===== src/rtl/lc3_seq_ctrl.sv =====
// Multi-cycle control sequencer for a 16-bit LC-3-style datapath.
// Steps each instruction through fetch, decode, execute, memory and
// writeback, and drives every load strobe and mux select of the datapath.
// Memory accesses wait on a ready handshake and give up after a bounded
// number of stall cycles.
module lc3_seq_ctrl #(
  parameter int CNT_W    = 16,
  parameter int WAIT_MAX = 15
) (
  input  logic             clk,
  input  logic             reset,
  input  logic [3:0]       opcode,
  input  logic [2:0]       ir_nzp,
  input  logic             ir_imm,
  input  logic [2:0]       cc_nzp,
  input  logic             mem_ready,
  output logic [2:0]       state,
  output logic             ld_ir,
  output logic             ld_pc,
  output logic [1:0]       pc_sel,
  output logic             ld_reg,
  output logic             reg_src,
  output logic             ld_cc,
  output logic [1:0]       alu_op,
  output logic             alu_b_sel,
  output logic             mem_en,
  output logic             mem_we,
  output logic             addr_sel,
  output logic             halted,
  output logic             error,
  output logic [CNT_W-1:0] retired
);

  typedef enum logic [2:0] {
    S_FETCH  = 3'd0,
    S_DECODE = 3'd1,
    S_EXEC   = 3'd2,
    S_MEM    = 3'd3,
    S_WB     = 3'd4,
    S_HALT   = 3'd5
  } state_e;

  localparam logic [3:0] OP_BR   = 4'b0000;
  localparam logic [3:0] OP_ADD  = 4'b0001;
  localparam logic [3:0] OP_LD   = 4'b0010;
  localparam logic [3:0] OP_ST   = 4'b0011;
  localparam logic [3:0] OP_AND  = 4'b0101;
  localparam logic [3:0] OP_NOT  = 4'b1001;
  localparam logic [3:0] OP_JMP  = 4'b1100;
  localparam logic [3:0] OP_TRAP = 4'b1111;

  localparam logic [7:0]       WAIT_LIM = 8'(WAIT_MAX);
  localparam logic [CNT_W-1:0] CNT_ONE  = CNT_W'(1);

  state_e           state_q, state_d;
  logic             halted_q, halted_d;
  logic             error_q, error_d;
  logic [CNT_W-1:0] retired_q, retired_d;
  logic [7:0]       waitCnt_q, waitCnt_d;

  // Next-state, counters and strobe decode; reset masks every strobe so an
  // in-flight access is abandoned cleanly.
  always_comb begin
    state_d   = state_q;
    halted_d  = halted_q;
    error_d   = error_q;
    retired_d = retired_q;
    waitCnt_d = waitCnt_q;
    ld_ir     = 1'b0;
    ld_pc     = 1'b0;
    pc_sel    = 2'd0;
    ld_reg    = 1'b0;
    reg_src   = 1'b0;
    ld_cc     = 1'b0;
    alu_op    = 2'd0;
    alu_b_sel = 1'b0;
    mem_en    = 1'b0;
    mem_we    = 1'b0;
    addr_sel  = 1'b0;

    case (state_q)
      S_FETCH: begin
        mem_en = 1'b1;
        if (mem_ready) begin
          ld_ir     = 1'b1;
          ld_pc     = 1'b1;
          waitCnt_d = 8'd0;
          state_d   = S_DECODE;
        end else if (waitCnt_q == WAIT_LIM) begin
          state_d  = S_HALT;
          halted_d = 1'b1;
          error_d  = 1'b1;
        end else begin
          waitCnt_d = waitCnt_q + 8'd1;
        end
      end

      S_DECODE: begin
        case (opcode)
          OP_ADD, OP_AND, OP_NOT, OP_BR, OP_JMP: state_d = S_EXEC;
          OP_LD, OP_ST: begin
            state_d   = S_MEM;
            waitCnt_d = 8'd0;
          end
          OP_TRAP: begin
            state_d   = S_HALT;
            halted_d  = 1'b1;
            retired_d = retired_q + CNT_ONE;
          end
          default: begin
            state_d  = S_HALT;
            halted_d = 1'b1;
            error_d  = 1'b1;
          end
        endcase
      end

      S_EXEC: begin
        case (opcode)
          OP_ADD, OP_AND: begin
            ld_reg    = 1'b1;
            ld_cc     = 1'b1;
            alu_op    = (opcode == OP_AND) ? 2'd1 : 2'd0;
            alu_b_sel = ir_imm;
          end
          OP_NOT: begin
            ld_reg = 1'b1;
            ld_cc  = 1'b1;
            alu_op = 2'd2;
          end
          OP_BR: begin
            if ((ir_nzp & cc_nzp) != 3'b000) begin
              ld_pc  = 1'b1;
              pc_sel = 2'd1;
            end
          end
          OP_JMP: begin
            ld_pc  = 1'b1;
            pc_sel = 2'd2;
          end
          default: ;
        endcase
        state_d   = S_FETCH;
        waitCnt_d = 8'd0;
        retired_d = retired_q + CNT_ONE;
      end

      S_MEM: begin
        mem_en   = 1'b1;
        addr_sel = 1'b1;
        mem_we   = (opcode == OP_ST);
        if (mem_ready) begin
          waitCnt_d = 8'd0;
          if (opcode == OP_ST) begin
            state_d   = S_FETCH;
            retired_d = retired_q + CNT_ONE;
          end else begin
            state_d = S_WB;
          end
        end else if (waitCnt_q == WAIT_LIM) begin
          state_d  = S_HALT;
          halted_d = 1'b1;
          error_d  = 1'b1;
        end else begin
          waitCnt_d = waitCnt_q + 8'd1;
        end
      end

      S_WB: begin
        ld_reg    = 1'b1;
        ld_cc     = 1'b1;
        reg_src   = 1'b1;
        state_d   = S_FETCH;
        waitCnt_d = 8'd0;
        retired_d = retired_q + CNT_ONE;
      end

      S_HALT: ;

      default: begin
        state_d  = S_HALT;
        halted_d = 1'b1;
        error_d  = 1'b1;
      end
    endcase

    if (reset) begin
      ld_ir     = 1'b0;
      ld_pc     = 1'b0;
      pc_sel    = 2'd0;
      ld_reg    = 1'b0;
      reg_src   = 1'b0;
      ld_cc     = 1'b0;
      alu_op    = 2'd0;
      alu_b_sel = 1'b0;
      mem_en    = 1'b0;
      mem_we    = 1'b0;
      addr_sel  = 1'b0;
    end
  end

  // State, sticky flags, retire counter and stall counter.
  always_ff @(posedge clk) begin
    if (reset) begin
      state_q   <= S_FETCH;
      halted_q  <= 1'b0;
      error_q   <= 1'b0;
      retired_q <= '0;
      waitCnt_q <= 8'd0;
    end else begin
      state_q   <= state_d;
      halted_q  <= halted_d;
      error_q   <= error_d;
      retired_q <= retired_d;
      waitCnt_q <= waitCnt_d;
    end
  end

  assign state   = state_q;
  assign halted  = halted_q;
  assign error   = error_q;
  assign retired = retired_q;

endmodule


===== config.mk =====
export PLATFORM = sky130hd
export DESIGN_NAME = lc3_seq_ctrl
export DESIGN_NICKNAME = d
export VERILOG_FILES = /design/src/rtl/lc3_seq_ctrl.sv
export SDC_FILE = /design/constraint.sdc
export NUM_CORES = 1
export LEC_CHECK = 0
export CORE_MARGIN = 2
export CORE_UTILIZATION = 43
export DETAILED_ROUTE_END_ITERATION = 7
export HOLD_SLACK_MARGIN = 0.1
export PLACE_DENSITY = 0.78
export SLEW_MARGIN = 25
export SYNTH_ARGS = -nofsm -noshare
export SYNTH_HDL_FRONTEND = slang
export SYNTH_SLANG_ARGS = --single-unit
export TNS_END_PERCENT = 30

===== constraint.sdc =====
create_clock -name clk -period 1.6 [get_ports clk]
set_input_delay 0.24 -clock clk [delete_from_list [all_inputs] [get_ports clk]]
set_output_delay 0.24 -clock clk [all_outputs]
set_load 0.02 [all_outputs]

# Word level (Yosys, flattened, before mapping)
# Index checks and enable logic that the tools add are counted.
[totals]
output_inout_bits = 34
wordCells = 98
register_bits = 29
[op_classes]
muxes = 49
bitwise_logic = 2
n_reduce_logical = 18
n_eq_ne = 22
add_sub_neg = 2
[op_table]
columns = ["cell", "n"]
rows = [
  ["$mux W16", 3],
  ["$pmux W16 S3", 1],
  ["$mux W1", 24],
  ["$mux W8", 3],
  ["$pmux W8 S3", 1],
  ["$add A16 B1 Y16 const B", 1],
  ["$pmux W3 S5", 1],
  ["$eq A4 B4 Y1 const B", 3],
  ["$mux W3", 4],
  ["$ne A2 B2 Y1 const B", 6],
  ["$reduce_and A4 Y1", 3],
  ["$reduce_bool A3 Y1", 3],
  ["$add A8 B1 Y8 const B", 1],
  ["$eq A4 B2 Y1 const B", 2],
  ["$eq A8 B4 Y1 const B", 1],
  ["$mux W2", 4],
  ["$pmux W2 S2", 2],
  ["$reduce_or A2 Y1", 4],
  ["$reduce_or A8 Y1", 1],
  ["$reduce_or A7 Y1", 1],
  ["$eq A3 B2 Y1 const B", 2],
  ["$eq A3 B3 Y1 const B", 2],
  ["$pmux W1 S2", 3],
  ["$pmux W1 S3", 2],
  ["other kinds (13)", 15],
]

# Longest topological paths before layout
# Gate-level depths: netlist (run 1).
[logic_depth]
depth_word = 6
mapped_depth = 7

# Worst setup path before layout (run 1)
# OpenSTA, ideal clock, no wires.
[synth_timing]
path_kind = "register -> output"
from = "register state_q[0], in the netlist state[0]"
to = "output mem_we"
path_slack_ns = -0.592
t_arrival_ns = 1.952
path_stages_with_launch = 5
path_cell_list = "dfxtp_1 > buf_2 > clkbuf_1 > and3_1 > nor4b_1"
[synth_between]
elab_chain_len = 3
[synth_lines]
columns = ["item", "line_no", "text"]
rows = [
  ["start: declaration", "55", "state_e state_q, state_d;"],
  ["start signal: assignment", "211", "state_q <= state_d;"],
  ["$eq A3 B2 Y1", "81", "case (state_q)"],
  ["$mux W1", "81", ""],
  ["$mux W1", "187", "if (reset) begin"],
  ["end: declaration", "27", "output logic mem_we,"],
]
# Every way passes these cells.

# Final worst setup path (run 1)
[layout_timing]
from = "register state_q[1], in the netlist state[1]"
to = "register retired_q[3], in the netlist retired[3]"
[layout_between]
elab_chain_len = 4
word_cells_on_any_way = 11
[layout_lines]
columns = ["item", "line_no", "text"]
rows = [
  ["$eq A3 B2 Y1 / $eq A3 B3 Y1 (equally long branches)", "81", ""],
  ["$reduce_or A2 Y1 (no source line)", "-", ""],
  ["$reduce_bool A3 Y1 (no source line)", "-", ""],
  ["$reduce_and A4 Y1 (no source line)", "-", ""],
  ["end signal: assignment", "214", "retired_q <= retired_d;"],
  ["end: declaration", "58", "logic [CNT_W-1:0] retired_q, retired_d;"],
]
# Several ways; a longest one is shown, not always the timed one.
# A chain may end at the register's enable or synchronous reset.

==> results of run 1 <==
per-layer routing:
metal  vias up  wire length (um)  track usage (%)
met5         -                 0                0
met4         0               132             5.87
met3        15               331             7.26
met2        82              3300             42.9
met1       985              2730             30.7
li1        974                 -                -
through the flow:
| step | setup WS (ps) | hold slack (ps) |
|---|---|---|
| after floorplan | -180 | 424 |
| after global placement | -737 | 460 |
| after detailed placement | -783 | 452 |
| after CTS | -261 | 476 |
| after global routing | -437 | 484 |
| final | -368 | 474 |
layout make-up:
type	instances	share of cell area, %
timing repair buffer	109	31.6
tap	48	2.01
inverter	5	0.628
multi-input combinational	163	42.7
clock inverter	1	0.167
clock buffer	7	3.22
sequential	29	19.7
power by group through the flow:
stage | Sequential [mW] | Combinational, mW | Clock [mW]
2_1_floorplan | 0.814 | 0.230 | 0
3_3_place_gp | 0.786 | 0.515 | 0
3_5_place_dp | 0.786 | 0.524 | 0
4_1_cts | 0.772 | 0.532 | 0.678
5_1_grt | 0.778 | 0.625 | 0.705
6_report | 0.776 | 0.590 | 0.670
repair_timing:
action	CTS	global route
pin swaps	16	12
endpoints found under the hold margin	0	0
resized for setup	109	33
endpoints found under the setup margin	44	46
cloned	1	0
setup buffers	6	5
worst min path at each step:
stage / startpoint / endpoint / slack [ps] / cells after the start
global placement: halted / halted / 460 / 1
detailed placement: halted / halted / 450 / 1
floorplan: mem_ready / state[2] / 420 / 2
finish: halted / halted / 470 / 1
global route: halted / halted / 480 / 1
CTS: halted / halted / 480 / 1
logic make-up (layout without fill, tap and decap cells):
family          after synthesis  in the layout
compound gates               57             58
simple gates                 88             88
fa+ha+maj                     2              2
flops                        29             29
xor+xnor                     15             15
buf+inv                      16            122
placed cells by master, fill, tap and decap left out, drive strengths merged, types with 8 or more instances in the layout:
cell type	instances
o21ai	17
a21oi	15
or3	11
clkdlybuf4s50	9
dfxtp	29
nand2	19
and3	9
dlygate4sd2	15
xor2	15
nor2	21
buf	75
clkbuf	8
flip-flops by register name, indices dropped and copies added (netlist names):
signal / count
retired: 16
waitCnt_q: 8
state: 3
error: 1
halted: 1
worst reg2reg max path, stage by stage, from the launching register on:
cell and delay (ps):
dfxtp_4 360, buf_6 130, nand4b_1 240, a211oi_4 250
buf_6 160, buf_4 120, buf_6 130, o2111ai_4 120
xor2_1 250, nor2_1 90
==> flow_metrics.tcl, run 1 <==
set metrics [dict create \
    cp.depth 9 \
    post-route-period-util_pct 123 \
    placed_cell_area_um2 2650 \
    tightest_slew_ps 349 \
    dp_hpwl_mm 3.67 \
    final_core_util_pct 79.8 \
    cts_root_buf "clkbuf_8" \
    clk-insertion-delay-late_ps 280 \
    fin_cells 362 \
    areaGrowthSynthToFinish_pct 74.6 \
    syn_inst 207 \
    p_sw_uw 619 \
    p_comb_share_pct 29.0 \
    ys_ff_latch 29 \
    r2r_start "state[1]" \
    hold_viol 0 \
    overflow 0 \
    cts_tree "built" \
    multi_input_area_um2 1280 \
    critPathArrivalTime_ps 2130 \
    yosys_warnings 0 \
    fillers 243 \
    vdd_drop_max_v 0.000606 \
    worstPathCellList "buf_6 > nand4b_1 > a211oi_4 > buf_6 > buf_4 > buf_6 > o2111ai_4 > xor2_1 > nor2_1" \
    slew_headroom_pct 76.7 \
    cts_buffers 5 \
    maxCapViolations 0 \
    synth.top_cells.by_area "dfxtp_1, xor2_1, o21ai_0" \
    power_density_nw_per_um2 681 \
    synth_sequential_area_ratio_pct 33.9 \
    first_pass_iters 4 \
    synth_top_family_by_area "simple AND/OR/NAND/NOR gates" \
    gp_congestion 0.871 \
    io_pins 48 \
    critPathKind "reg -> reg" \
    grt.total_usage_pct 25.1 \
    cp.buffers_inverters 4 \
    finalSetupViolCount 34 \
    drt_iter0_markers 175 \
    worstHoldPathType "reg -> reg" \
    antenna_cells 0 \
    worst-r2r-cell-count 9 \
    synth_cell_type_count 46 \
    cp-startpoint "state[1]" \
    worstPathMaxFanout 7 \
    port_buffers 47 \
    r2r_slack_ps -370 \
    synthTopCellsByCount "dfxtp_1, nor2_1, nand2_1" \
    synth.most_common_cell "dfxtp_1" \
    synth-xor-area-share_pct 7.68 \
    synth-compound-area-share_pct 24.9 \
    drc 0 \
    antenna_found_initial 0 \
    p_leak_nw 1.36 \
    violations "setup timing" \
    start_util_pct 45.7 \
    path_clk_slew_ps 60 \
    drive_gt1_share_pct 39.5 \
    synth_simple_gate_area_share_pct 28.2 \
    grt_max_degree 22 \
    max_freq_mhz 508 \
    power_mw 2.04 \
    postRouteAntennaNets 0 \
    slew_violations 0 \
    synth_enable_flop_cells 0 \
    cp-endpoint "retired[3]" \
    clock_skew_ps 6.17 \
    grt_pass1_vias 1847 \
    cpLargestDelayFamily "buffers and inverters" \
    status "finished with violations" \
    die_h_um 67.1 \
    clock_path_buffers 2 \
    synthFlopType "dfxtp_1" \
    syn-num-nets 223 \
    die_x_um 67.1 \
    cts_hold_buf 0 \
    avgSynthCellArea_um2 8.27 \
    syn_area_um2 1710 \
    core_area_um2 3740 \
    clkPwrFrac_pct 32.9 \
    clkSinkCount 29 \
    num_rows 22 \
    cpMostUsedCell "buf_6" \
    required_ps 1760 \
    final_cell_area_um2 2990 \
    muxShareOfSynthArea_pct 0 \
    regArea_um2 588 \
    crit_path_start_kind "register" \
    cp_slowest_cell "dfxtp_4" \
    min_period_ps 1970 \
    vias 2056 \
    tns_ps -5740 \
    timing.rr.end "retired[3]" \
    die_area_um2 4500 \
    critPathCaptureType "register" \
    cpPeakStageDelay_ps 360 \
    rsz0062_at_grt "true" \
    sw_frac_of_total_pct 30.4 \
    via_per_inst 5.68 \
    synth_async_sr_flop_share_pct 0 \
    synthAdderAreaFrac_pct 1.46 \
    wirelength_mm 6.49 \
    dp_cells 342 \
    p_int_mw 1.42 \
    fin_ws_ps -368 \
    p_seq_share_pct 38.1 \
    grt_pass1_wl_mm 8.50 \
    final_nets 329 \
    wl_per_cell_um 17.9 \
    synth_top_area_share_pct 33.9 \
    h-tree-depth 2 \
    synth_top_cell_by_area "dfxtp_1" \
]
Note: power is estimated with default switching activity, not from simulation.
==> run 2, diff against run 1 <==
--- a/config.mk
+++ b/config.mk
@@ -8,6 +8,7 @@
 export CORE_MARGIN = 2
 export CORE_UTILIZATION = 43
 export DETAILED_ROUTE_END_ITERATION = 7
+export GPL_TIMING_DRIVEN = 0
 export HOLD_SLACK_MARGIN = 0.1
 export PLACE_DENSITY = 0.78
 export SLEW_MARGIN = 25
==> flow_metrics.tcl, run 2 (same netlist as run 1, synthesis figures left out) <==
set metrics [dict create \
    slew_headroom_pct 64.3 \
    grt_pass1_wl_mm 8.23 \
    grt_pass1_vias 1761 \
    violations "setup timing" \
    core_area_um2 3740 \
    power_density_nw_per_um2 740 \
    cts_root_buf "clkbuf_8" \
    wirelength_mm 5.63 \
    regArea_um2 596 \
    slew_violations 0 \
    rsz0062_at_grt "true" \
    final_nets 298 \
    die_area_um2 4500 \
    postRouteAntennaNets 0 \
    areaGrowthSynthToFinish_pct 63.2 \
    die_h_um 67.1 \
    grt_max_degree 11 \
    dp_hpwl_mm 3.26 \
    wl_per_cell_um 17.0 \
    critPathKind "reg -> out" \
    num_rows 22 \
    worstHoldPathType "in -> reg" \
    path_clk_slew_ps 70 \
    critPathArrivalTime_ps 1580 \
    vias 1917 \
    clock_skew_ps 2.50 \
    critPathCaptureType "primary output" \
    cpPeakStageDelay_ps 360 \
    cp.buffers_inverters 2 \
    min_period_ps 1820 \
    worstPathMaxFanout 10 \
    first_pass_iters 4 \
    hold_viol 0 \
    tightest_slew_ps 536 \
    layout_common_cells "buf_4, dfxtp_1, nor2_1, nand2_1" \
    holdCritStartpoint "reset" \
    multi_input_area_um2 1260 \
    r2r_start "state[0]" \
    worstHoldPathCells 4 \
    drc 0 \
    cts_tree "built" \
    status "finished with violations" \
    antenna_found_initial 0 \
    required_ps 1360 \
    finalSetupViolCount 29 \
    cpLargestDelayFamily "simple AND/OR/NAND/NOR gates" \
    gp_congestion 0.846 \
    maxCapViolations 0 \
    clock_path_buffers 2 \
    max_freq_mhz 551 \
    drive_gt1_share_pct 34.6 \
    final_common_cell "buf_4" \
    power_mw 2.07 \
    overflow 0 \
    antenna_cells 0 \
    final_core_util_pct 74.6 \
    largest_reg_flops 16 \
    port_buffers 46 \
    fin_ws_ps -215 \
    worst-r2r-cell-count 7 \
    cts_buffers 5 \
    p_leak_nw 1.25 \
    post-route-period-util_pct 113 \
    r2r_slack_ps -190 \
    drt_iter0_markers 123 \
    worstPathCellList "clkbuf_4 > nor2_2 > and3_4 > nor4b_4 > buf_4" \
    h-tree-depth 2 \
    io_pins 48 \
    clk-insertion-delay-late_ps 290 \
    hold-path-endpoint "state[1]" \
    die_x_um 67.1 \
    cp_slowest_cell "dfxtp_4" \
    crit_path_start_kind "register" \
    via_per_inst 5.79 \
    fillers 253 \
    grt.total_usage_pct 24.2 \
    clkSinkCount 29 \
    timing.rr.end "waitCnt_q[3]" \
    vdd_drop_max_v 0.000567 \
    start_util_pct 45.7 \
]
-- run 2: worst max path at each step --
stage / cells past startpoint / from / endpoint / slack (ps)
after floorplan: 6 / state[0] / retired[13] / -180
after global routing: 6 / state[0] / waitCnt_q[0] / -270
final: 5 / state[2] / mem_we / -220
after detailed placement: 7 / opcode[3] / ld_pc / -1250
after global placement: 7 / opcode[3] / ld_pc / -1250
after CTS: 6 / state[2] / alu_b_sel / -280
-- run 2: repair_timing --
item,4_1_cts,5_1_grt
pin swaps,15,17
hold buffers,0,0
setup buffers,13,11
gates resized for setup,115,41
endpoints found under the setup margin,46,42
gates cloned,1,0
-- run 2: layer usage --
metal	GRT usage, %	routed length, um	vias to the layer above	part of all wire, %
met5	0	0	-	0
met4	6.12	91	0	1.6
met3	6.93	272	14	4.8
met2	41.2	2870	60	51
met1	29.8	2400	939	43
li1	-	-	904	-
-- run 2: report_power, final --
part / total [mW] / switching (mW) / internal (mW)
logic: 0.533 / 0.283 / 0.250
registers: 0.789 / 0.0389 / 0.750
clock network: 0.745 / 0.300 / 0.444
-- run 2: worst register-to-register path: cells and delay by family (launching register included) --
family                 cells  cell delay (ps)
AO/OA/AOI/OAI              1              200
XOR/XNOR                   2              350
buffers and inverters      2              320
flip-flops                 1              380
AND/OR/NAND/NOR            2              420
-- run 2: stage by stage --
step                      cell area, um2  worst slack (ps)  hold slack (ps)  setup TNS, ps  std cells
after floorplan                     1790              -180              424          -2450        207
after global placement              2310             -1250              466         -28990        301
after detailed placement            2310             -1250              473         -29920        301
after CTS                           2630              -282              486          -3980        322
after global routing                2790              -267              447          -6080        331
final                               2790              -215              420          -3740        331
-- run 2: layout make-up --
cell class                      instances  share of cell area (%)
Clock buffer                            8                    3.99
Sequential cell                        29                    21.3
Multi-Input combinational cell        162                    45.3
Tap cell                               48                    2.15
Timing Repair Buffer                   71                    23.9
Inverter                                5                   0.672
Buffer                                  8                    2.69
